**src/rtl/mult_div_ctrl_if.sv**
```systemverilog
// Handshake and data bundle for the signed multiply/divide controller.
//   master: drives ctrl_MULT, ctrl_DIV, operandA, operandB; observes results.
//   slave : the controller; drives result, exception, resultRDY, busy.
interface mult_div_ctrl_if;
  logic        ctrl_MULT;
  logic        ctrl_DIV;
  logic [31:0] operandA;
  logic [31:0] operandB;
  logic [31:0] result;
  logic        exception;
  logic        resultRDY;
  logic        busy;

  modport master (
    output ctrl_MULT, ctrl_DIV, operandA, operandB,
    input  result, exception, resultRDY, busy
  );

  modport slave (
    input  ctrl_MULT, ctrl_DIV, operandA, operandB,
    output result, exception, resultRDY, busy
  );
endinterface

```
**src/rtl/mult_div_ctrl.sv**
```systemverilog
// Iterative 32-bit signed multiply / divide controller.
// One shift-add (multiply) or restoring (divide) step per cycle on operand
// magnitudes, sign applied at completion.
//   clock     : rising-edge clock
//   reset     : synchronous active-high reset
//   bus.slave : ctrl_MULT/ctrl_DIV start strobes, operandA/operandB inputs,
//               result/exception/resultRDY/busy outputs (all registered)
module mult_div_ctrl (
  input  logic            clock,
  input  logic            reset,
  mult_div_ctrl_if.slave  bus
);

  localparam int unsigned W  = 32;
  localparam int unsigned CW = 6;
  localparam logic [CW-1:0] ITERS = CW'(W);

  typedef enum logic [1:0] {IDLE, MULT, DIV, DONE} state_e;

  state_e          state_q, state_d;
  logic [CW-1:0]   cnt_q, cnt_d;
  logic [2*W-1:0]  prod_q, prod_d;   // mult: {acc, multiplier}; div: {rem, quotient}
  logic [W-1:0]    mcand_q, mcand_d; // |multiplicand| or |divisor|
  logic            neg_q, neg_d;
  logic            ovf_q, ovf_d;     // most-negative / -1 divide
  logic [W-1:0]    result_q, result_d;
  logic            exc_q, exc_d;
  logic            rdy_q, rdy_d;
  logic            busy_q, busy_d;

  logic            start;
  logic [W:0]      add_sum;
  logic [W:0]      trial;
  logic            ge;
  logic [2*W-1:0]  prod_fin;
  logic [W-1:0]    quo_fin;

  function automatic logic [W-1:0] abs32(input logic [W-1:0] v);
    return v[W-1] ? (~v + W'(1)) : v;
  endfunction

  assign start    = bus.ctrl_MULT | bus.ctrl_DIV;
  // Multiply step: conditionally add multiplicand into the upper half.
  assign add_sum  = {1'b0, prod_q[2*W-1:W]} + (prod_q[0] ? {1'b0, mcand_q} : (W+1)'(0));
  // Divide step: shift next dividend bit into the partial remainder.
  assign trial    = {prod_q[2*W-1:W], prod_q[W-1]};
  assign ge       = trial >= {1'b0, mcand_q};
  assign prod_fin = neg_q ? (~prod_q + (2*W)'(1)) : prod_q;
  assign quo_fin  = neg_q ? (~prod_q[W-1:0] + W'(1)) : prod_q[W-1:0];

  // Next-state and datapath update.
  always_comb begin
    state_d  = state_q;
    cnt_d    = cnt_q;
    prod_d   = prod_q;
    mcand_d  = mcand_q;
    neg_d    = neg_q;
    ovf_d    = ovf_q;
    result_d = result_q;
    exc_d    = exc_q;
    rdy_d    = 1'b0;
    busy_d   = busy_q;

    if (start) begin
      // A start in any state aborts and restarts; multiply wins a tie.
      state_d  = bus.ctrl_MULT ? MULT : DIV;
      cnt_d    = '0;
      neg_d    = bus.operandA[W-1] ^ bus.operandB[W-1];
      result_d = '0;
      exc_d    = 1'b0;
      busy_d   = 1'b1;
      if (bus.ctrl_MULT) begin
        prod_d  = {W'(0), abs32(bus.operandB)};
        mcand_d = abs32(bus.operandA);
        ovf_d   = 1'b0;
      end else begin
        prod_d  = {W'(0), abs32(bus.operandA)};
        mcand_d = abs32(bus.operandB);
        ovf_d   = (bus.operandA == 32'h8000_0000) && (bus.operandB == 32'hFFFF_FFFF);
      end
    end else begin
      case (state_q)
        MULT: begin
          if (cnt_q == ITERS) begin
            state_d  = DONE;
            result_d = prod_fin[W-1:0];
            // Overflow unless bits 63:31 are a pure sign extension.
            exc_d    = ~((&prod_fin[2*W-1:W-1]) | ~(|prod_fin[2*W-1:W-1]));
            rdy_d    = 1'b1;
            busy_d   = 1'b0;
          end else begin
            prod_d = {add_sum, prod_q[W-1:1]};
            cnt_d  = cnt_q + CW'(1);
          end
        end
        DIV: begin
          if (mcand_q == '0) begin
            state_d  = DONE;
            result_d = '0;
            exc_d    = 1'b1;
            rdy_d    = 1'b1;
            busy_d   = 1'b0;
          end else if (cnt_q == ITERS) begin
            state_d  = DONE;
            result_d = quo_fin;
            exc_d    = ovf_q;
            rdy_d    = 1'b1;
            busy_d   = 1'b0;
          end else begin
            prod_d = {ge ? (trial[W-1:0] - mcand_q) : trial[W-1:0],
                      prod_q[W-2:0], ge};
            cnt_d  = cnt_q + CW'(1);
          end
        end
        DONE:    state_d = IDLE;
        default: state_d = IDLE;
      endcase
    end
  end

  // State and output registers.
  always_ff @(posedge clock) begin
    if (reset) begin
      state_q  <= IDLE;
      cnt_q    <= '0;
      prod_q   <= '0;
      mcand_q  <= '0;
      neg_q    <= 1'b0;
      ovf_q    <= 1'b0;
      result_q <= '0;
      exc_q    <= 1'b0;
      rdy_q    <= 1'b0;
      busy_q   <= 1'b0;
    end else begin
      state_q  <= state_d;
      cnt_q    <= cnt_d;
      prod_q   <= prod_d;
      mcand_q  <= mcand_d;
      neg_q    <= neg_d;
      ovf_q    <= ovf_d;
      result_q <= result_d;
      exc_q    <= exc_d;
      rdy_q    <= rdy_d;
      busy_q   <= busy_d;
    end
  end

  assign bus.result    = result_q;
  assign bus.exception = exc_q;
  assign bus.resultRDY = rdy_q;
  assign bus.busy      = busy_q;

endmodule

```
**src/flat_wrapper.sv**
```systemverilog
// flat-port wrapper written by rule: the top's interface ports become plain ports
module mult_div_ctrl_flat 
  (clock, reset, bus_ctrl_MULT, bus_ctrl_DIV, bus_operandA, bus_operandB, bus_result, bus_exception, bus_resultRDY, bus_busy);
  mult_div_ctrl_if bus_i ();
  input  logic clock;
  input  logic reset;
  input wire logic [$bits(bus_i.ctrl_MULT)-1:0] bus_ctrl_MULT;
  input wire logic [$bits(bus_i.ctrl_DIV)-1:0] bus_ctrl_DIV;
  input wire logic [$bits(bus_i.operandA)-1:0] bus_operandA;
  input wire logic [$bits(bus_i.operandB)-1:0] bus_operandB;
  output wire logic [$bits(bus_i.result)-1:0] bus_result;
  output wire logic [$bits(bus_i.exception)-1:0] bus_exception;
  output wire logic [$bits(bus_i.resultRDY)-1:0] bus_resultRDY;
  output wire logic [$bits(bus_i.busy)-1:0] bus_busy;
  assign bus_i.ctrl_MULT = bus_ctrl_MULT;
  assign bus_i.ctrl_DIV = bus_ctrl_DIV;
  assign bus_i.operandA = bus_operandA;
  assign bus_i.operandB = bus_operandB;
  assign bus_result = bus_i.result;
  assign bus_exception = bus_i.exception;
  assign bus_resultRDY = bus_i.resultRDY;
  assign bus_busy = bus_i.busy;
  mult_div_ctrl u_core (.clock(clock), .reset(reset), .bus(bus_i));
endmodule
```
**config.mk**
```make
export PLATFORM = sky130hd
export DESIGN_NAME = mult_div_ctrl_flat
export DESIGN_NICKNAME = d
export VERILOG_FILES = /design/src/rtl/mult_div_ctrl_if.sv /design/src/rtl/mult_div_ctrl.sv /design/src/flat_wrapper.sv
export SDC_FILE = /design/constraint.sdc
export NUM_CORES = 1
export LEC_CHECK = 0
export BUFFER_PORTS_ARGS = -buffer_cell sky130_fd_sc_hd__buf_2
export CORE_MARGIN = 3
export CORE_UTILIZATION = 60
export DETAILED_ROUTE_END_ITERATION = 10
export HOLD_SLACK_MARGIN = 0.03
export PLACE_DENSITY = 0.84
export REMOVE_ABC_BUFFERS = 1
export SLEW_MARGIN = 10
export SYNTH_ARGS = -nofsm -noshare
export SYNTH_HDL_FRONTEND = slang
export SYNTH_SLANG_ARGS = --single-unit
```
**constraint.sdc**
```tcl
create_clock -name clock -period 8.21 [get_ports clock]
set_clock_uncertainty 0.05 [all_clocks]
set_input_delay 1.2315 -clock clock [delete_from_list [all_inputs] [get_ports clock]]
set_output_delay 1.2315 -clock clock [all_outputs]
set_load 0.05 [all_outputs]
```
-- Word level (Yosys, flattened, before mapping)
Index checks and enable logic that the tools add are counted.
Widths: inputs -> output; s select.
- logic and storage cells: 85
- input port bits: 68
- flip-flop bits (word level): 141
- reduce and logical (&&, ||, !) cells: 10
- order comparisons: 1
- mux-type cells: 37
- add/sub/neg operators: 7
- bitwise gates (word level): 9
- eq/ne operators: 11
- operators by type and width (operator ; count):
    $mux 32 ; 10
    $mux 64 ; 5
    $pmux 64 s2 ; 1
    $add 32x1->32 const B ; 3
    $not 32->32 ; 3
    $add 64x1->64 const B ; 1
    $eq 32x32->1 const B ; 2
    $not 64->64 ; 1
    $pmux 32 s2 ; 1
    $add 32x33->33 ; 1
    $ge 33x32->1 ; 1
    $reduce_and 33->1 ; 1
    $reduce_or 33->1 ; 1
    $logic_not 32->1 ; 1
    $sub 32x32->32 ; 1
    $mux 6 ; 2
    $pmux 6 s2 ; 1
    $mux 1 ; 9
    $ne 3x2->1 const B ; 3
    $mux 2 ; 4
    $add 6x1->6 const B ; 1
    $eq 6x6->1 const B ; 1
    $pmux 1 s2 ; 3
    $pmux 2 s2 ; 1
    other kinds (15) ; 17

-- Depth between registers and ports, before layout
Gate-level depths: netlist of run 1.
- depth after elaboration: 9
- depth in mapped cells: 16

-- Worst setup path after synthesis of run 1
OpenSTA, ideal clock, no wires.
- kind: input port to flip-flop
- from: in bus_operandB[17]
- to: reg u_core.prod_q[30]
- buffers on the path: 0
- cell stages on the path: 8
- data arrival time: 4042 ps
- setup time: 114 ps
- path slack: 4004 ps
- path through: or4_1 > or4_1 > or2_2 > or3_1 > or4_1 > o41ai_1 > xor2_1 > a2111oi_0
- longest elaborated chain between the ends: 5
- ends and longest elaborated chain (item ; RTL line ; text):
    from (decl) ; flat_wrapper.sv:10 ; input wire logic [$bits(bus_i.operandB)-1:0] bus_operandB;
    $not 32->32 ; mult_div_ctrl.sv:39 ; return v[W-1] ? (~v + W'(1)) : v;
    $add 32x1->32 ; mult_div_ctrl.sv:39 ;
    $mux 32 ; mult_div_ctrl.sv:39 ;
    $mux 32 ; mult_div_ctrl.sv:72 ; if (bus.ctrl_MULT) begin
    $mux 64 ; mult_div_ctrl.sv:64 ; if (start) begin
    to (signal assigned) ; mult_div_ctrl.sv:137 ; prod_q <= prod_d;
    to (decl) ; mult_div_ctrl.sv:22 ; logic [2*W-1:0] prod_q, prod_d;
Every way passes these cells.
A chain may end at the register's enable or synchronous reset.

-- Final worst setup path of run 1
- from: reg u_core.prod_q[0]
- to: reg u_core.exc_q (netlist: u_core.bus.exception)
- longest elaborated chain between the ends: 9
- ends and longest elaborated chain (item ; RTL line ; text):
    $not 64->64 (*) ; mult_div_ctrl.sv:48 ; assign prod_fin = neg_q ? (~prod_q + (2*W)'(1)) : prod_q;
    $add 64x1->64 (*) ; mult_div_ctrl.sv:48 ;
    $mux 64 (*) ; mult_div_ctrl.sv:48 ;
    $reduce_or 33->1 ; mult_div_ctrl.sv:88 ; exc_d = ~((&prod_fin[2*W-1:W-1]) | ~(|prod_fin[2*W-1:W-1]));
    $not 1->1 ; mult_div_ctrl.sv:88 ;
    $or 1x1->1 (*) ; mult_div_ctrl.sv:88 ;
    $not 1->1 (*) ; mult_div_ctrl.sv:88 ;
    $mux 1 (*) ; mult_div_ctrl.sv:84 ; if (cnt_q == ITERS) begin
    $pmux 1 s2 (*) ; mult_div_ctrl.sv:82 ; case (state_q)
    to (signal assigned) ; mult_div_ctrl.sv:131 ; exc_q <= 1'b0;
    to (signal assigned) ; mult_div_ctrl.sv:142 ; exc_q <= exc_d;
    to (decl) ; mult_div_ctrl.sv:27 ; logic exc_q, exc_d;
Mark *: on every way between the ends. The rest lies on a longest branch, timed or not. The select of a mux whose other input is x is not followed.

==> out/results.tsv, run 1 <==
metric	value	unit
outcome	complete, no violations	
setup_violations	0	
cts_tree	done	
syn-instance-count	1886	
combPwrFrac	0.270	
core_area	0.02216	mm2
rsz0062_at_grt	no	
cts-htree-levels	4	
switching_share	0.3718	
yosysWarnings	0	
rows	54	
power.leakage	5.871	nW
relSlewSlack	0.2353	
clock-sinks	141	
netlist_area	0.01371	mm2
grt_use_total	0.3735	
dr_total_vias	15180	
synth_seq_area_share	0.2058	
vdd_drop_max	0.0001239	V
worstMarginPinSlew	1.146	ns
ios	103	
fmax	214.9	MHz
hp-class	reg2reg	
p_seq_frac	0.356	
clkTransAtPathRegs	0.08	ns
ys_ff_latch	141	
critical-path-max-stage-delay	0.87	ns
critPathArrivalTime	4.93	ns
slowest_stage	inv_1	
grt_overflow	0	
die_h	157.2	um
root_buffer	clkbuf_16	
initial_core_util	0.6188	
reg2reg_to	u_core.bus.exception	
utilization	0.6653	
worstPathRequired	8.48	ns
drtPass1Iterations	7	
worstPathMaxFanout	32	
die-area	0.02471	mm2
synth_top_area_frac	0.2058	
layout_common_cells	nor2_1 (231), nand2_1 (142), dfxtp_1 (140)	
drive_gt1_frac	0.09842	
routedWlPerCell	21.60	um
crit_chain	inv_1 > ha_1 > nor2b_1 > nand4_1 > nor4_1 > nor2_1 > xnor2_1 > or4_1 > nor4_1 > and4_1 > a41oi_1 > o31a_1	
setup_tns	0	ns
drt_iter0_drc	1966	
ant_nets	0	
grt_max_degree	70	
syn_to_final_growth	7.508	%
p_int	0.001365	W
dpl.hpwl	34310	um
cts_buffer_depth	2	
crit_path_start_kind	flop	
cp.buffers_inverters	1	
min_period	4.653	ns
cpMostUsedCell	nor4_1	
timing.rr.start	u_core.prod_q[0]	
power_frac_clock	0.374	
clk_latency	0.45	ns
drc_errors	0	
grt_pass1_wl	74370	um
yosys-top-cells-area	dfxtp_1 (21%), ha_1 (6.7%), nor2_1 (6.3%)	
hold_viol	0	
die_x	157.2	um
fillers	1930	
synth.avg_cell_area	7.272	um2
antenna_found_initial	1	
synthFlopType	dfxtp_1	
gp_congestion	0.9999	
end_kind	flop	
routed_via_density	6.959	
port_buffers	102	
maxCapViolations	0	
cts_resized	0	
crit_path_end	u_core.bus.exception	
synth_top_area_cell	dfxtp_1	
cts_setup_buffers	0	
reg2reg_depth	12	
final_nets	2030	
crit_type	reg2reg	
cp.depth	12	
hold_buffers	0	
synthArstFlopShare	0	
mostFrequentLayoutCell	nor2_1	
power_density	147.4	mW/mm2
hold_depth	2	
crit_family	simple AND/OR/NAND/NOR gates	
drv_slew	0	
synth-edff-count	0	
p_switching	0.0008079	W
r2r_slack	3.56	ns
cp-startpoint	u_core.prod_q[0]	
fin_crit_sh	0.5668	
cts_inserted_buffers	17	
ys_types	80	
drt_wl_total	47120	um
first_global_vias	13880	
-- worst min path at each step --
stage,slack (ns),end,start
after floorplan,0.38,u_core.ovf_q,u_core.ovf_q
after global placement,0.41,u_core.ovf_q,u_core.ovf_q
after detailed placement,0.41,u_core.ovf_q,u_core.ovf_q
after CTS,0.43,u_core.ovf_q,u_core.ovf_q
after global routing,0.47,u_core.ovf_q,u_core.ovf_q
final,0.43,u_core.ovf_q,u_core.ovf_q
-- cell usage after synthesis (26+ instances only) --
cell type and count:
o21ai_0 81, nor2b_1 27, a22oi_1 53, a21o_1 26, inv_1 74, nand3_1 35
or4_1 26, clkbuf_1 117, xor2_1 70, nand4_1 39, nor4_1 35, a211oi_1 63
nor3_1 48, dfxtp_1 141, a21oi_1 129, mux2i_1 29, o31ai_1 31, ha_1 73
xnor2_1 95, nor2_1 232, nand2_1 142
-- through the flow --
| step | hold WS, ns | std cells | cell area [um2] | worst slack, ns | power (W) |
|---|---|---|---|---|---|
| 4_1_cts | 0.4305 | 2180 | 14730 | 3.739 | 0.002143 |
| 6_report | 0.4299 | 2181 | 14740 | 3.557 | 0.002173 |
| 3_5_place_dp | 0.4088 | 2148 | 14150 | 3.529 | 0.001349 |
| 5_1_grt | 0.4694 | 2181 | 14740 | 3.277 | 0.002245 |
| 3_3_place_gp | 0.4063 | 2148 | 14150 | 3.730 | 0.001339 |
| 2_1_floorplan | 0.3761 | 1752 | 13170 | 2.929 | 0.001154 |
-- area by class of cell --
cell class / instances / area, um2 / area share
antenna: 1 / 2.502 / 0.0001697
clock buffer: 18 / 439.2 / 0.02979
clock inverter: 14 / 145.1 / 0.009844
inverter: 77 / 289.0 / 0.01960
multi-input combinational: 1534 / 10080 / 0.6836
sequential: 141 / 2824 / 0.1915
tap: 280 / 350.3 / 0.02376
timing repair buffer: 116 / 615.6 / 0.04175
-- registers in the layout, indices dropped and copies added, names as in the netlist, 2 cells and up --
signal             count
u_core.prod_q         64
u_core.bus.result     32
u_core.mcand_q        32
u_core.cnt_q           6
u_core.state_q         2
-- power groups by stage --
stage               Clock (W)  Sequential (W)  Combinational [W]
floorplan                   0        0.000780           0.000373
global placement            0        0.000784           0.000555
detailed placement          0        0.000785           0.000564
CTS                  0.000804        0.000770           0.000569
global route         0.000837        0.000777           0.000631
finish               0.000813        0.000774           0.000586
-- worst reg2reg max path: stages, from the launching register on --
cell and delay (ns):
dfxtp_1 0.41, inv_1 0.87, ha_1 0.38, nor2b_1 0.25
nand4_1 0.12, nor4_1 0.85, nor2_1 0.11, xnor2_1 0.17
or4_1 0.51, nor4_1 0.20, and4_1 0.23, a41oi_1 0.13
o31a_1 0.26
-- per-layer routing --
metal  part of all wire  GRT usage
met5                  0          0
met4              0.053     0.1702
met3               0.10    0.06956
met2               0.44     0.5930
met1               0.40     0.4937
-- cell families (layout without fill, tap and decap cells) --
logic type,Yosys count,count (layout),share of synthesized area
and+or+nand+nor,687,687,0.2484
buffers and inverters,211,225,0.06094
DFF,141,141,0.2058
AOI/OAI and AO/OA,575,575,0.2863
xor gates and xnor gates,165,165,0.1054
adders and majority gates,75,75,0.06952
muxes,32,32,0.02363
other,0,1,0
No activity file was read; power rests on OpenSTA's default activity.
==> run 2: changes to the inputs <==
Settings changed: ABC_AREA from default to 1, CORE_UTILIZATION 60 to 57, PLACE_DENSITY 0.84 to 0.83.
Clock period 8.21 ns to 3.9 ns, I/O delays scaled along.
==> out/results.tsv, run 2 <==
metric	value	unit	change
drt_wl_total	62460	um	was 47120 um
mostFrequentLayoutCell	nand2_1		was nor2_1
end_kind	flop		unchanged
largest_register_ffs	64		unchanged
layout_common_cells	nand2_1 (725), nor2_1 (320), inv_1 (312)		was nor2_1 (231), nand2_1 (142), dfxtp_1 (140)
drt_iter0_drc	2968		was 1966
dpl.hpwl	49610	um	was 34310 um
rsz0062_at_grt	no		unchanged
synth_top_area_frac	0.1870		was 0.2058
cts_buffer_depth	2		unchanged
regMostFlops	u_core.prod_q		unchanged
final_nets	2846		was 2030
core_area	0.02562	mm2	was 0.02216 mm2
port_buffers	102		unchanged
worstPathMaxFanout	29		was 32
syn_to_final_growth	9.232	%	was 7.508%
timing.rr.start	u_core.prod_q[0]		unchanged
setup_slack	0.3479	ns	was 3.557 ns
synth.most_common_cell	nand2_1		was nor2_1
cp.buffers_inverters	2		was 1
highest_layer	met5		was met4
hold_buffers	0		unchanged
hold_depth	2		unchanged
ant_nets	0		unchanged
grt_use_total	0.4245		was 0.3735
synth_seq_area_share	0.1870		was 0.2058
fillers	2475		was 1930
synth_top_area_cell	dfxtp_1		unchanged
reg2reg_depth	13		was 12
hold_viol	0		unchanged
ys_ff_latch	141		unchanged
power.leakage	8.033	nW	was 5.871 nW
syn-instance-count	2635		was 1886
outcome	complete, no violations		unchanged
rows	58		was 54
grt_overflow	0		unchanged
power_density	295.4	mW/mm2	was 147.4 mW/mm2
crit_path_start_kind	flop		unchanged
setup_tns	0	ns	unchanged
critPathArrivalTime	3.85	ns	was 4.93 ns
cp-startpoint	u_core.prod_q[0]		unchanged
drive_gt1_frac	0.09094		was 0.09842
grt_max_degree	61		was 70
crit_type	reg2reg		unchanged
routed-wl-met2	26070	um	was 20720 um
dr_total_vias	18970		was 15180
vdd_drop_max	0.0002895	V	was 0.0001239 V
drc_errors	0		unchanged
dpl_cell_area	0.01588	mm2	was 0.01415 mm2
critical-path-max-stage-delay	0.56	ns	was 0.87 ns
clk_latency	0.44	ns	was 0.45 ns
wl_met1	23930	um	was 19060 um
cts_tree	done		unchanged
synth-edff-count	0		unchanged
cts-htree-levels	4		unchanged
cts_resized	0		unchanged
min_to	u_core.bus.result[31]		was u_core.ovf_q
hold_ws	0.4128	ns	was 0.4299 ns
reg2reg_to	u_core.prod_q[47]		was u_core.bus.exception
grt_pass1_wl	95350	um	was 74370 um
hp-class	reg2reg		unchanged
dp_slack	0.5149	ns	was 3.529 ns
synthTopCellsByCount	nand2_1 (725), nor2_1 (322), inv_1 (312)		was nor2_1 (232), nand2_1 (142), dfxtp_1 (141)
routedWlPerCell	20.50	um	was 21.60 um
first_global_vias	17210		was 13880
slowest_stage	dfxtp_1		was inv_1
antenna_cells	0		was 1
crit_family	compound AO/OA/AOI/OAI gates		was simple AND/OR/NAND/NOR gates
hp-start	u_core.bus.result[31]		was u_core.ovf_q
die_h	168.7	um	was 157.2 um
synthFlopType	dfxtp_1		unchanged
worstMarginPinSlew	0.9633	ns	was 1.146 ns
setup_violations	0		unchanged
relSlewSlack	0.3510		was 0.2353
die_x	168.7	um	was 157.2 um
routed_via_density	6.228		was 6.959
yosysWarnings	0		unchanged
crit_chain	buf_4 > nand2_1 > inv_1 > ha_1 > a21oi_1 > o21ai_0 > a21oi_1 > o21ai_0 > nand2_1 > nand2_1 > o21ai_0 > nand4_1 > a21oi_1		was inv_1 > ha_1 > nor2b_1 > nand4_1 > nor4_1 > nor2_1 > xnor2_1 > or4_1 > nor4_1 > and4_1 > a41oi_1 > o31a_1
initial_core_util	0.5893		was 0.6188
clock-sinks	141		unchanged
drtPass1Iterations	6		was 7
ios	103		unchanged
min_period	3.552	ns	was 4.653 ns
gp_congestion	1.141		was 0.9999
antenna_found_initial	1		unchanged
synthArstFlopShare	0		unchanged
r2r_slack	0.35	ns	was 3.56 ns
root_buffer	clkbuf_16		unchanged
ff_latch_area	0.002824	mm2	unchanged
ys_types	58		was 80
multi_input_area	0.01067	mm2	was 0.01008 mm2
fmax	281.5	MHz	was 214.9 MHz
yosys-top-cells-area	dfxtp_1 (19%), nand2_1 (18%), nor2_1 (8.0%)		was dfxtp_1 (21%), ha_1 (6.7%), nor2_1 (6.3%)
netlist_area	0.01510	mm2	was 0.01371 mm2
clkTransAtPathRegs	0.08	ns	about the same
die-area	0.02847	mm2	was 0.02471 mm2
final_cell_area	0.01649	mm2	was 0.01474 mm2
synth.avg_cell_area	5.729	um2	was 7.272 um2
worstPathRequired	4.20	ns	was 8.48 ns
fin_crit_sh	0.9108		was 0.5668
wl_met3	7700	um	was 4861 um
maxCapViolations	0		unchanged
cts_setup_buffers	0		unchanged
cts_inserted_buffers	17		unchanged
drv_slew	0		unchanged
run 2: changes by cell type in the layout (fill, tap and decap cells not counted), sizes merged, moves of 27 or more:
cell	previous run	this run
a211oi	63	5
o31ai	31	2
mux2i	29	0
inv	83	330
nor2	232	329
nor2b	27	0
o21ai	81	201
or4	27	0
a22oi	53	5
nand2	142	742
nand3	35	170
xnor2	95	16
a21oi	129	237
run 2: area by class of cell:
class	count	share of cell area
flip-flops and latches	141	0.1712
clock buffers	17	0.02580
repair buffers	134	0.04552
well taps	330	0.02504
multi-input cells	2082	0.6467
inverters	327	0.07451
clock inverters	15	0.01115
run 2: power by group:
group          switching [W]  internal, W
combinational        0.00111     0.000453
clock               0.000824     0.000876
sequential          0.000100      0.00151
run 2: logic make-up after synthesis:
family          share of synthesized area
compound gates                     0.2083
xor+xnor                          0.05627
fa+ha+maj                         0.06315
buf+inv                            0.1071
flops                              0.1870
simple gates                       0.3783
run 2: worst max path at each step:
| stage | to | slack (ns) | cells past startpoint |
|---|---|---|---|
| floorplan | u_core.bus.result[1] | -0.42 | 11 |
| global placement | u_core.prod_q[47] | 0.59 | 13 |
| detailed placement | u_core.prod_q[59] | 0.51 | 14 |
| CTS | u_core.prod_q[47] | 0.40 | 13 |
| global route | u_core.prod_q[47] | 0.05 | 13 |
| finish | u_core.prod_q[47] | 0.35 | 13 |
run 2: through the flow:
step | std cells | utilization | total power (W)
final | 3046 | 0.6437 | 0.004872
after global routing | 3046 | 0.6437 | 0.005054
after CTS | 3046 | 0.6437 | 0.004778
after detailed placement | 3014 | 0.6200 | 0.003117
after global placement | 3014 | 0.6200 | 0.003102
after floorplan | 2550 | - | 0.002598
run 2: per-layer routing:
metal / up-vias / global-route usage
li1: 8804 / -
met1: 8447 / 0.5544
met2: 1430 / 0.6599
met3: 287 / 0.07333
met4: 2 / 0.2462
met5: - / 0
run 2: worst register-to-register path, delay by kind of cell, from the launching register on:
| kind | cells | cell delay [ns] |
|---|---|---|
| AOI/OAI and AO/OA | 6 | 1.50 |
| adders and majority gates | 1 | 0.30 |
| buffers and inverters | 2 | 0.47 |
| DFF | 1 | 0.56 |
| and+or+nand+nor | 4 | 0.58 |
